`config.mk`:
```
export PLATFORM = sky130hd
export DESIGN_NAME = fft16_bitrev_reorder_flat
export DESIGN_NICKNAME = d
export VERILOG_FILES = /design/src/rtl/fft16_bitrev_reorder_pkg.sv /design/src/rtl/fft16_bitrev_reorder_if.sv /design/src/rtl/fft16_bitrev_reorder_bank.sv /design/src/rtl/fft16_bitrev_reorder.sv /design/src/flat_wrapper.sv
export SDC_FILE = /design/constraint.sdc
export NUM_CORES = 1
export LEC_CHECK = 0
export ABC_AREA = 1
export CAP_MARGIN = 5
export CORE_AREA = 2 2 200 202
export CTS_CLUSTER_SIZE = 20
export DETAILED_ROUTE_END_ITERATION = 6
export DIE_AREA = 0 0 202 204
export DONT_BUFFER_PORTS = 1
export PLACE_DENSITY = 0.8
export SLEW_MARGIN = 5
export SYNTH_ARGS = -nofsm -noshare
export SYNTH_HDL_FRONTEND = slang
export SYNTH_SLANG_ARGS = --single-unit
```
`constraint.sdc`:
```
create_clock -name clk -period 5.9 [get_ports clk]
set_clock_uncertainty 0.1 [all_clocks]
set_input_delay 0.59 -clock clk [delete_from_list [all_inputs] [get_ports clk]]
set_output_delay 0.59 -clock clk [all_outputs]
set_load 0.02 [all_outputs]
```
`src/rtl/fft16_bitrev_reorder_pkg.sv`:
```
// Shared constants and helpers for the 16-point FFT datapath.
// bitrev4 is the single source of truth for bit-reversed addressing so that
// reorder buffers and twiddle-address generators cannot disagree.
package fft16_bitrev_reorder_pkg;

    localparam int FFT_N        = 16;
    localparam int FFT_LOG2_N   = 4;
    localparam int FFT_SAMPLE_W = 8;

    // Reverse the four address bits: b3 b2 b1 b0 -> b0 b1 b2 b3.
    function automatic logic [FFT_LOG2_N-1:0] bitrev4(input logic [FFT_LOG2_N-1:0] x);
        return {x[0], x[1], x[2], x[3]};
    endfunction

endpackage

```
`src/rtl/fft16_bitrev_reorder_if.sv`:
```
// Stream bundle around the reorder stage: bit-reversed input side and
// natural-order output side, each with its own valid/ready handshake.
// The slave modport is the reorder block; master is its environment.
interface fft16_bitrev_reorder_if
    import fft16_bitrev_reorder_pkg::*;
#(
    parameter int W = FFT_SAMPLE_W
);
    logic                  in_valid;
    logic                  in_ready;
    logic signed [W-1:0]   in_i;
    logic signed [W-1:0]   in_q;

    logic                  out_valid;
    logic                  out_ready;
    logic signed [W-1:0]   out_i;
    logic signed [W-1:0]   out_q;
    logic                  out_last;
    logic [FFT_LOG2_N-1:0] out_idx;

    modport slave (
        input  in_valid, in_i, in_q, out_ready,
        output in_ready, out_valid, out_i, out_q, out_last, out_idx
    );

    modport master (
        output in_valid, in_i, in_q, out_ready,
        input  in_ready, out_valid, out_i, out_q, out_last, out_idx
    );
endinterface

```
`src/rtl/fft16_bitrev_reorder_bank.sv`:
```
// One 16-entry complex register bank: synchronous write, asynchronous read.
// Entries have no reset; the owner's full flags decide when contents are valid.
module fft16_reorder_bank
    import fft16_bitrev_reorder_pkg::*;
#(
    parameter int W = FFT_SAMPLE_W
) (
    input  logic                  clk,
    input  logic                  we,
    input  logic [FFT_LOG2_N-1:0] waddr,
    input  logic signed [W-1:0]   wdata_i,
    input  logic signed [W-1:0]   wdata_q,
    input  logic [FFT_LOG2_N-1:0] raddr,
    output logic signed [W-1:0]   rdata_i,
    output logic signed [W-1:0]   rdata_q
);
    logic signed [W-1:0] mem_i [FFT_N];
    logic signed [W-1:0] mem_q [FFT_N];

    // Store one complex sample at the given address.
    always_ff @(posedge clk) begin
        if (we) begin
            mem_i[waddr] <= wdata_i;
            mem_q[waddr] <= wdata_q;
        end
    end

    assign rdata_i = mem_i[raddr];
    assign rdata_q = mem_q[raddr];
endmodule

```
`src/rtl/fft16_bitrev_reorder.sv`:
```
// Bit-reversed to natural-order reorder buffer for the 16-point FFT output.
// Two ping-pong banks: the writer fills one at bitrev4(index) while the reader
// streams the other in natural order, giving 1 sample/cycle sustained.
// Optional build macro FFT16_REORDER_OVF_FLAG_EN adds a sticky ovf_flag output
// that records any input offered while the buffer could not accept it.
module fft16_bitrev_reorder
    import fft16_bitrev_reorder_pkg::*;
#(
    parameter int SAMPLE_WORD_LENGTH = FFT_SAMPLE_W,
    parameter int LOG2_N             = FFT_LOG2_N
) (
    input  logic                   clk,
    input  logic                   rst,
    fft16_bitrev_reorder_if.slave  bus
`ifdef FFT16_REORDER_OVF_FLAG_EN
    ,
    output logic                   ovf_flag
`endif
);
    generate
        if (LOG2_N != 4) begin : g_bad_log2n
            $error("fft16_bitrev_reorder supports only LOG2_N = 4");
        end
    endgenerate

    logic [3:0] wr_cnt_reg;
    logic       wr_bank_reg;
    logic [3:0] rd_cnt_reg;
    logic       rd_bank_reg;
    logic [1:0] full_reg;
    logic [1:0] full_next;

    logic in_ready_w;
    logic out_valid_w;
    logic wr_fire;
    logic rd_fire;
    logic wr_wrap;
    logic rd_wrap;

    logic signed [SAMPLE_WORD_LENGTH-1:0] bank_i [2];
    logic signed [SAMPLE_WORD_LENGTH-1:0] bank_q [2];

    assign in_ready_w  = !full_reg[wr_bank_reg];
    assign out_valid_w = full_reg[rd_bank_reg];
    assign wr_fire     = bus.in_valid && in_ready_w;
    assign rd_fire     = out_valid_w && bus.out_ready;
    assign wr_wrap     = wr_fire && (wr_cnt_reg == 4'd15);
    assign rd_wrap     = rd_fire && (rd_cnt_reg == 4'd15);

    // Ping-pong banks; only the bank currently being filled sees write enable.
    genvar gi;
    generate
        for (gi = 0; gi < 2; gi++) begin : g_bank
            fft16_reorder_bank #(
                .W(SAMPLE_WORD_LENGTH)
            ) u_bank (
                .clk     (clk),
                .we      (wr_fire && (wr_bank_reg == 1'(gi))),
                .waddr   (bitrev4(wr_cnt_reg)),
                .wdata_i (bus.in_i),
                .wdata_q (bus.in_q),
                .raddr   (rd_cnt_reg),
                .rdata_i (bank_i[gi]),
                .rdata_q (bank_q[gi])
            );
        end
    endgenerate

    // Full-flag update: the reader finishing a frame and the writer completing
    // one always address opposite banks, so both edits apply independently.
    always_comb begin
        full_next = full_reg;
        if (rd_wrap) begin
            full_next[rd_bank_reg] = 1'b0;
        end
        if (wr_wrap) begin
            full_next[wr_bank_reg] = 1'b1;
        end
    end

    // Counters, bank selects and full flags.
    always_ff @(posedge clk) begin
        if (rst) begin
            wr_cnt_reg  <= '0;
            wr_bank_reg <= 1'b0;
            rd_cnt_reg  <= '0;
            rd_bank_reg <= 1'b0;
            full_reg    <= '0;
        end else begin
            if (wr_fire) begin
                wr_cnt_reg <= wr_cnt_reg + 4'd1;
            end
            if (wr_wrap) begin
                wr_bank_reg <= ~wr_bank_reg;
            end
            if (rd_fire) begin
                rd_cnt_reg <= rd_cnt_reg + 4'd1;
            end
            if (rd_wrap) begin
                rd_bank_reg <= ~rd_bank_reg;
            end
            full_reg <= full_next;
        end
    end

    // Outputs are forced to zero when no frame is ready so stale bank contents
    // never leak downstream.
    assign bus.in_ready  = in_ready_w;
    assign bus.out_valid = out_valid_w;
    assign bus.out_i     = out_valid_w ? bank_i[rd_bank_reg] : '0;
    assign bus.out_q     = out_valid_w ? bank_q[rd_bank_reg] : '0;
    assign bus.out_idx   = rd_cnt_reg;
    assign bus.out_last  = out_valid_w && (rd_cnt_reg == 4'd15);

`ifdef FFT16_REORDER_OVF_FLAG_EN
    logic ovf_reg;

    // Sticky record of any input offered while the write bank was full.
    always_ff @(posedge clk) begin
        if (rst) begin
            ovf_reg <= 1'b0;
        end else if (bus.in_valid && !in_ready_w) begin
            ovf_reg <= 1'b1;
        end
    end

    assign ovf_flag = ovf_reg;
`endif
endmodule

```
`src/flat_wrapper.sv`:
```
// flat-port wrapper written by rule: the top's interface ports become plain ports
module fft16_bitrev_reorder_flat import fft16_bitrev_reorder_pkg::*;
#(
    parameter int SAMPLE_WORD_LENGTH = FFT_SAMPLE_W,
    parameter int LOG2_N             = FFT_LOG2_N
)
  (clk, rst, bus_in_valid, bus_in_i, bus_in_q, bus_out_ready, bus_in_ready, bus_out_valid, bus_out_i, bus_out_q, bus_out_last, bus_out_idx);
  fft16_bitrev_reorder_if #(.W(8)) bus_i ();
  input  logic clk;
  input  logic rst;
  input wire logic [$bits(bus_i.in_valid)-1:0] bus_in_valid;
  input wire logic [$bits(bus_i.in_i)-1:0] bus_in_i;
  input wire logic [$bits(bus_i.in_q)-1:0] bus_in_q;
  input wire logic [$bits(bus_i.out_ready)-1:0] bus_out_ready;
  output wire logic [$bits(bus_i.in_ready)-1:0] bus_in_ready;
  output wire logic [$bits(bus_i.out_valid)-1:0] bus_out_valid;
  output wire logic [$bits(bus_i.out_i)-1:0] bus_out_i;
  output wire logic [$bits(bus_i.out_q)-1:0] bus_out_q;
  output wire logic [$bits(bus_i.out_last)-1:0] bus_out_last;
  output wire logic [$bits(bus_i.out_idx)-1:0] bus_out_idx;
  assign bus_i.in_valid = bus_in_valid;
  assign bus_i.in_i = bus_in_i;
  assign bus_i.in_q = bus_in_q;
  assign bus_i.out_ready = bus_out_ready;
  assign bus_in_ready = bus_i.in_ready;
  assign bus_out_valid = bus_i.out_valid;
  assign bus_out_i = bus_i.out_i;
  assign bus_out_q = bus_i.out_q;
  assign bus_out_last = bus_i.out_last;
  assign bus_out_idx = bus_i.out_idx;
  fft16_bitrev_reorder #(.SAMPLE_WORD_LENGTH(SAMPLE_WORD_LENGTH), .LOG2_N(LOG2_N)) u_core (.clk(clk), .rst(rst), .bus(bus_i));
endmodule
```
[Word level (Yosys, flattened, before mapping)]
Memories as Yosys holds them, arrays and structs flattened. A register that Yosys moved wholly into a read port is not among the register bits.
Index checks and enable logic that the tools add are counted.
Cells by class
  add/sub/neg operators: 2
  magnitude comparators: 5
  equality and inequality tests: 2
  muxes and demuxes: 30
  bitwise operators: 6
  reduce and logical (&&, ||, !) cells: 10
Operators with widths (number)
  2-to-1 mux 8 bit: 8
  2-to-1 mux 4 bit: 8
  2-to-1 mux 1 bit: 10
  logical AND 1 bit: 9
  adder 4 x 1 -> 4 bit (second input constant): 2
  == test 4 bit (second input constant): 2
  < comparator 1 x 2 -> 1 bit (second input constant): 2
  2-to-1 mux 2 bit: 2
  AND 2 bit: 1
  demux 1 bit (select 1 bit): 2
  >= comparator 1 bit (second input constant): 2
  >= comparator 2 bit (second input constant): 1
  inverter 1 bit: 2
  inverter 1 -> 2 bit: 1
  inverter 2 bit: 1
  OR 2 bit: 1
  zero test 1 bit: 1
Storage, ports and cells
  register bits: 12
  RAM bits: 512
  bits of input ports: 20
  output and inout port bits: 23
  word-level logic and storage cells: 64
  memories: 4
Memories
  u_core.g_bank[0].u_bank.mem_i: words 16, width 8, read ports 1, clocked after memory_dff 1, write ports 1, RTL line fft16_bitrev_reorder_bank.sv:17  | logic signed [W-1:0] mem_i [FFT_N];
  u_core.g_bank[0].u_bank.mem_q: words 16, width 8, read ports 1, clocked after memory_dff 1, write ports 1, RTL line fft16_bitrev_reorder_bank.sv:18  | logic signed [W-1:0] mem_q [FFT_N];
  u_core.g_bank[1].u_bank.mem_i: words 16, width 8, read ports 1, clocked after memory_dff 1, write ports 1, RTL line fft16_bitrev_reorder_bank.sv:17
  u_core.g_bank[1].u_bank.mem_q: words 16, width 8, read ports 1, clocked after memory_dff 1, write ports 1, RTL line fft16_bitrev_reorder_bank.sv:18

[Logic depth before layout (Yosys ltp)]
Gate-level depths: netlist of run 1.
  depth after elaboration: 9
  gate-level depth with buffers: 12

[By module]
From an unflattened synthesis of run 1, not the netlist that was laid out.
Second synthesis, totals
  cell total of the unflattened synthesis: 2287
  area total of the unflattened synthesis: 23093.4 um2
Modules (own cells, without submodules)
  fft16_reorder_bank: instances 2, cells an instance 1060, area an instance 11069.4 um2
  fft16_bitrev_reorder: instances 1, cells an instance 167, area an instance 954.7 um2

[Worst setup path before layout of run 1]
OpenSTA, ideal clock, no wires.
  path type: reg2reg
  from: reg u_core.wr_bank_reg
  to: mem u_core.g_bank[1].u_bank.mem_i[11][0] (enable)
  library setup time: 0.409 ns
  data arrival time: 2.248 ns
  data required time: 5.391 ns
  setup slack: 3.143 ns
  stages on the path, launching flop included: 8
  clock period less this slack: 2.757 ns
  path through: dfxtp_1 -> inv_2 -> or2_1 -> nand2_1 -> nand2_2 -> nor2_1 -> inv_2 -> nor3_1
Between the ends
  longest elaborated chain between the ends: 7
RTL lines
  from (decl): RTL line fft16_bitrev_reorder.sv:27  | logic wr_bank_reg;
  from (signal assigned): RTL line fft16_bitrev_reorder.sv:94  | wr_bank_reg <= ~wr_bank_reg;
  2-to-1 mux 1 bit (not written as such) (2 in series): RTL line fft16_bitrev_reorder.sv:43  | assign in_ready_w = !full_reg[wr_bank_reg];
  zero test 1 bit: RTL line fft16_bitrev_reorder.sv:43
  via bus_in_ready: RTL line flat_wrapper.sv:15  | output wire logic [$bits(bus_i.in_ready)-1:0] bus_in_ready;
  logical AND 1 bit: RTL line fft16_bitrev_reorder.sv:45  | assign wr_fire = bus.in_valid && in_ready_w;
  logical AND 1 bit: RTL line fft16_bitrev_reorder.sv:58  | .we (wr_fire && (wr_bank_reg == 1'(gi))),
  2-to-1 mux 1 bit: RTL line fft16_bitrev_reorder_bank.sv:22  | if (we) begin
  2-to-1 mux 1 bit (not written as such): RTL line fft16_bitrev_reorder_bank.sv:23  | mem_i[waddr] <= wdata_i;
  to (decl): RTL line fft16_bitrev_reorder_bank.sv:17
The timed path passes the listed nets, and every way through them passes these cells. The select of a mux whose other input is x is not followed.

==> run_results.csv, run 1 <==
group,metric,value,unit
die,fp.dieArea,41210,sq um
worst_setup_path,critical_path_type,"flop to primary output",
sta,setup_viol_count_final,0,
run_status,status,"completed",
die,std_cell_rows,73,
die,effective_utilization_at_floorplan,55.39,%
sta,setup_repair_after_global_routing_missed_its_margin,"no",
place,globalplace.congestion,0.8699,
pwr,leakage,8.368,nW
sta,setup-tns-final,0,ps
cts,post-cts-setup-buffers,0,
cts,register_clock_pin_slew_on_the_reported_worst_setup_and_hold_paths,70,ps
die,fp.dieH,204,um
hold_path,worstHoldPathCells,0,
sta,final.period_utilization,75.70,%
global_routing,grt_pass1_wl,78670,um
global_routing,grt_busiest_layer,"met2",
synth,synth_cells,1881,
final_layout,final_net_count,1893,
synth,fraction_of_the_yosys_area_taken_by_sequential_cells,72.32,%
final_layout,most_common_cell_after_layout_fill_and_taps_aside,"nand2_1",
worst_setup_path,path_max_fanout,140,
global_routing,grt_overflow_total,0,
sta,final_period_minus_worst_setup_slack,4466,ps
route,via_count_of_the_routed_design,14462,
synth,postSynthNetCount,1906,
worst_setup_path,timing.critical_path.to_type,"primary output",
final_layout,num_antenna_cells,0,
cts,clock_tree_from_tritoncts,"done",
global_routing,gr-usage-met3,4.257,%
sta,worst_slew_margin_rel,12.26,%
die,ioPinCount,43,
pwr,power_per_cell_area,307.0,nW/um^2
die,core_area,39180,sq um
final_layout,areaGrowthSynthToFinish,8.492,%
final_layout,reg.largest.list,"u_core.g_bank.u_bank.mem_i: 256 flops, u_core.g_bank.u_bank.mem_q: 256 flops",
place,port_buffers,0,
global_routing,grt_antenna_before_repair,0,
route,dr.pass1.iters,6,
cts,cts-htree-levels,2,
die,chipWidth,202,um
global_routing,grt_util_met2,41.21,%
worst_setup_path,ff2ff_path_depth,6,
global_routing,track_usage,25.12,%
place,dp_hpwl,27150,um
route,wl_per_cell,21.39,um
sta,slew_violations,0,
sta,worst_slack,1434,ps
place,pre_cts_setup_slack,2157,ps
sta,report.final.hold_viol_count,0,
global_routing,grt_max_degree,141,
final_layout,layout.cells.most_common_list,"nand2_1 (640), edfxtp_1 (512), nand3_1 (352), nor2_1 (141), clkbuf_16 (49)",
final_layout,final_layout_size_suffix_gt1_share,6.716,%
synth,syn-mean-instance-area,11.54,sq um
cts,cts.sinks,528,
route,vias_per_cell,5.949,
pwr,vdd.ir_drop.worst,0.0002801,V
route,drcViolationCount,0,
route,final_antenna_net_count,0,
hold_path,worstHoldPathType,"primary input to flop",
cts,clkLatencyLatePin,570,ps
sta,maxClockFrequency,0.2239,GHz
cts,cts_max_path_buffers,3,
sta,timing_worst_slew_pin_value,1316,ps
job,max_cap_viol_count,0,
cts,numCtsBuffers,48,
synth,yosys_warnings,0,
worst_setup_path,worst_ep_required_time,5210,ps
route,detailed_route_wire_length,52010,um
global_routing,first_global_vias,13995,
synth,number_of_library_cell_types_mapped_by_synthesis,25,
worst_setup_path,cp.arrival,3780,ps
synth,postSynthRegisterBits,528,
worst_setup_path,startpoint_type,"flop",
cts,ctsRootBufferMaster,"clkbuf_16",
global_routing,grt_use_met1,33.08,%
route,detailedRoute.firstIterationViolations,1925,
synth,post_synth_instance_area,21700,sq um
cells by family (layout without fill, tap and decap cells):
family,Yosys count,in the layout,synth area share (%)
flip-flops,528,528,72.32
adder cells (fa/ha/maj),5,5,0.2883
AO/OA/AOI/OAI,64,64,1.493
AND/OR/NAND/NOR,1148,1148,22.01
buffers and inverters,136,161,3.891
Yosys cell counts:
cell      instances  area (sq um)
a21oi_1           9         45.04
inv_6             1         8.760
edfxtp_1        512         15370
buf_4            37         277.8
or2_1             1         6.260
buf_8             1         15.01
nand3b_1          1         7.510
clkinv_1          1         3.750
nor2_2            1         6.260
inv_2             6         22.52
buf_2            35         175.2
o21ai_2           1         8.760
o21ai_0          41         205.2
buf_1             9         33.78
nor2_1          141         529.3
clkbuf_1         11         41.29
buf_6            18         202.7
nand2_2           3         18.77
nand3_1         352          1762
nor3_1            9         45.04
o21ai_1          13         65.06
dfxtp_1          16         320.3
inv_1            17         63.81
ha_1              5         62.56
nand2_1         640          2402
report_power, final:
group          internal [W]  switching (W)   total, W
combinational     0.0000243      0.0000547  0.0000790
clock               0.00170        0.00131    0.00301
sequential          0.00413     0.00000670    0.00414
per-layer routing:
metal | part of all wire [%] | up-vias
met5 | 0 | -
met3 | 11 | 151
met4 | 4.0 | 0
li1 | - | 6484
met1 | 37 | 6937
met2 | 48 | 890
critical path, cell delays in order, from the launching register on:
cell	delay, ps
dfxtp_4	540
inv_6	810
buf_4	510
nand2_1	100
nand3_1	100
nand2_1	80
nand2_1	60
nand2_1	70
nor2_1	280
nor2_1	90
nor2_1	430
repair_timing:
item,in CTS,in global routing
hold buffers,5,0
hold endpoints to repair,17,0
resized for setup,0,0
endpoints found under the setup margin,0,0
worst paths after layout:
kind / startpoint / end / slack (ps)
worst max-delay path: flop / bus_out_i[5] / 1430
worst min-delay path: bus_in_q[6] / u_core.g_bank[1].u_bank.mem_q[10][6] / 10
worst max register to register: u_core.rd_bank_reg / u_core.full_reg[1] / 3120
worst min register to register: u_core.full_reg[0] / u_core.full_reg[0] / 380
final cells by class:
cell class / count / area (sq um)
clock buffer: 62 / 1275
inverter: 25 / 101.3
multi-input combinational: 1217 / 5194
fill: 2861 / 15640
clock inverter: 26 / 230.2
tap: 525 / 656.9
sequential: 528 / 15700
timing repair buffer: 48 / 385.4
stage by stage:
step	std cells	hold slack (ps)	instance area, sq um	utilization (%)	total power, W
finish	2431	11.21	23550	60.09	0.007229
global route	2431	2.023	23550	60.09	0.007376
CTS	2431	0.1511	23550	60.09	0.007239
detailed placement	2338	367.1	21990	56.12	0.004290
global placement	2338	352.1	21990	56.12	0.004287
floorplan	1881	343.5	21700	-	0.004267
Note: power is estimated with default switching activity, not from simulation.
==> run 2, diff against run 1 <==
Settings changed: ABC_AREA 1 to 0, CORE_AREA 2 2 200 202 to 2 2 196 198, DIE_AREA 0 0 202 204 to 0 0 198 200.
Clock period 5.9 ns to 4.6 ns, I/O delays scaled along.
==> run_results.csv, run 2 <==
group,metric,value,unit
synth,post_synth_instance_area,20670,sq um
synth,dominantRegCellSynth,"edfxtp_1",
die,effective_utilization_at_floorplan,55.26,%
pwr,vdd.ir_drop.worst,0.0003239,V
cts,cts_max_path_buffers,3,
worst_setup_path,path_max_fanout,62,
synth,synth_cells,944,
route,via_count_of_the_routed_design,10092,
pwr,leakage,7.066,nW
hold_path,worstHoldPathType,"primary input to flop",
job,max_cap_viol_count,0,
global_routing,grt_pass1_wl,68880,um
synth,edff_count_synth,512,
global_routing,track_usage,24.35,%
place,dp_hpwl,26280,um
worst_setup_path,worst_ep_required_time,4040,ps
die,fp.dieArea,39600,sq um
synth,post_synth_main_area_contributors,"edfxtp_1 (74%), mux4_2 (9.3%), mux4_1 (3.4%)",
cts,cts-htree-levels,2,
die,chipWidth,198,um
route,detailedRoute.firstIterationViolations,1503,
sta,worst_slew_margin_rel,16.56,%
synth,syn-mean-instance-area,21.89,sq um
worst_setup_path,reg2reg_setup_slack,1960,ps
route,dr.pass1.iters,5,
final_layout,reg.largest.list,"u_core.g_bank.u_bank.mem_i: 256 flops, u_core.g_bank.u_bank.mem_q: 256 flops",
final_layout,areaGrowthSynthToFinish,10.76,%
sta,final.period_utilization,85.48,%
synth,synth_top_area_share,74.39,%
cts,post-cts-setup-buffers,0,
die,ioPinCount,43,
worst_setup_path,crit_path_cell_trace,"buf_4 -> mux4_2 -> mux2i_1 -> a221o_1 -> a31oi_1",
pwr,power_per_cell_area,406.3,nW/um^2
die,core_area,37400,sq um
final_layout,most_common_cell_after_layout_fill_and_taps_aside,"edfxtp_1",
synth,ffs_w_async_s_r_synth,0,%
run_status,status,"completed",
global_routing,grt_overflow_total,0,
final_layout,final_core_util,61.21,%
sta,final_period_minus_worst_setup_slack,3932,ps
worst_setup_path,critical_path_type,"flop to primary output",
route,final_antenna_net_count,0,
cts,ctsRootBufferMaster,"clkbuf_16",
sta,setup_repair_after_global_routing_missed_its_margin,"no",
final_layout,num_antenna_cells,0,
route,wl_per_cell,30.08,um
route,vias_per_cell,6.553,
place,port_buffers,0,
sta,worst_slack,667.8,ps
global_routing,grt_max_degree,64,
place,pre_cts_setup_slack,1207,ps
global_routing,first_global_vias,10172,
final_layout,layout.cells.most_common_list,"edfxtp_1 (512), mux4_2 (85), mux2i_1 (66), clkbuf_16 (51), nor2_1 (29)",
synth,cell_type_with_the_largest_total_area_after_synthesis,"edfxtp_1",
synth,postSynthRegisterBits,528,
route,detailed_route_wire_length,46320,um
worst_setup_path,startpoint_type,"flop",
die,std_cell_rows,71,
cts,postCtsResizedCells,0,
sta,setup-tns-final,0,ps
sta,slew_violations,0,
cts,register_clock_pin_slew_on_the_reported_worst_setup_and_hold_paths,60,ps
cts,clock_tree_from_tritoncts,"done",
synth,number_of_library_cell_types_mapped_by_synthesis,39,
cts,cts.sinks,528,
die,fp.dieH,200,um
synth,fraction_of_the_yosys_area_taken_by_sequential_cells,75.94,%
global_routing,grt_antenna_before_repair,1,
worst_setup_path,cp.arrival,3370,ps
sta,report.final.hold_viol_count,0,
synth,yosys.cell_count.top_type,"edfxtp_1",
cts,numCtsBuffers,51,
synth,ys_top_cells_by_count,"edfxtp_1 (512), mux4_2 (85), mux2i_1 (66)",
sta,timing_worst_slew_pin_value,1248,ps
sta,setup_viol_count_final,0,
synth,postSynthNetCount,969,
sta,maxClockFrequency,0.2543,GHz
final_layout,final_layout_size_suffix_gt1_share,19.44,%
route,drcViolationCount,0,
worst_setup_path,timing.critical_path.to_type,"primary output",
cts,clkLatencyLatePin,560,ps
worst_setup_path,slowest_delay,1070,ps
synth,yosys_warnings,0,
worst_setup_path,critical_path.slowest_cell,"dfxtp_4",
final_layout,final_net_count,1020,
place,globalplace.congestion,0.8126,
run 2: cell types whose count changed in the layout (fill, tap and decap cells not counted), sizes merged, moves of 16 or more:
cell / delta
mux4: +112
mux2i: +66
a22oi: +16
o21ai: -42
a31oi: +16
nor2: -113
inv: -22
and2: +17
nand3: -345
nand2: -623
a221o: +16
run 2: what timing repair did:
| action | 4_1_cts | 5_1_grt |
|---|---|---|
| hold buffers | 19 | 0 |
| hold endpoints to repair | 528 | 0 |
| setup endpoints to repair | 0 | 0 |
run 2: metrics by stage:
stage | area [sq um] | power [W] | cells | hold WS, ps
2_1_floorplan | 20670 | 0.005460 | 944 | 372.3
4_1_cts | 22890 | 0.009316 | 1540 | 32.74
3_5_place_dp | 21090 | 0.005481 | 1434 | 404.2
3_3_place_gp | 21090 | 0.005476 | 1434 | 383.0
5_1_grt | 22890 | 0.009522 | 1540 | 60.43
6_report | 22890 | 0.009301 | 1540 | 33.91
run 2: layout make-up:
type / instances / area (sq um)
Inverter: 5 / 18.77
Clock inverter: 24 / 183.9
Fill cell: 2432 / 14510
Clock buffer: 63 / 1321
Tap cell: 511 / 639.4
Sequential cell: 528 / 15700
Multi-Input combinational cell: 361 / 4469
Timing Repair Buffer: 48 / 555.5
run 2: kinds of logic (layout without fill, tap and decap cells):
| group | after synthesis | in the layout | synth area share, % |
|---|---|---|---|
| buf+inv | 55 | 140 | 2.536 |
| xor+xnor | 7 | 7 | 0.2966 |
| compound gates | 82 | 82 | 2.954 |
| mux | 178 | 178 | 15.89 |
| flops | 528 | 528 | 75.94 |
| fa+ha+maj | 5 | 5 | 0.3027 |
| simple gates | 89 | 89 | 2.082 |
run 2: worst paths after layout:
path                        start  cells after the start                              endpoint
min reg2reg    u_core.full_reg[0]                      2                    u_core.full_reg[0]
min                  bus_in_valid                      3                  u_core.wr_cnt_reg[2]
max                          flop                      5                          bus_out_q[2]
max reg2reg  u_core.wr_cnt_reg[2]                      3  u_core.g_bank[0].u_bank.mem_q[11][1]
run 2: where the power goes:
group / switching (W) / internal [W] / total, W
Sequential: 0.00000854 / 0.00530 / 0.00531
Clock: 0.00168 / 0.00214 / 0.00382
Combinational: 0.000119 / 0.0000530 / 0.000172
run 2: critical path, delay by kind of cell, from the launching register on:
family | cells | cell delay (ps)
compound gates | 2 | 960
buf+inv | 1 | 400
flops | 1 | 1070
mux | 2 | 340
run 2: routing by layer:
layer | GRT usage (%) | routed length [um]
met4 | 7.435 | 1312
met3 | 5.528 | 4882
met2 | 38.99 | 22560
met5 | 0 | 12
met1 | 34.06 | 17550
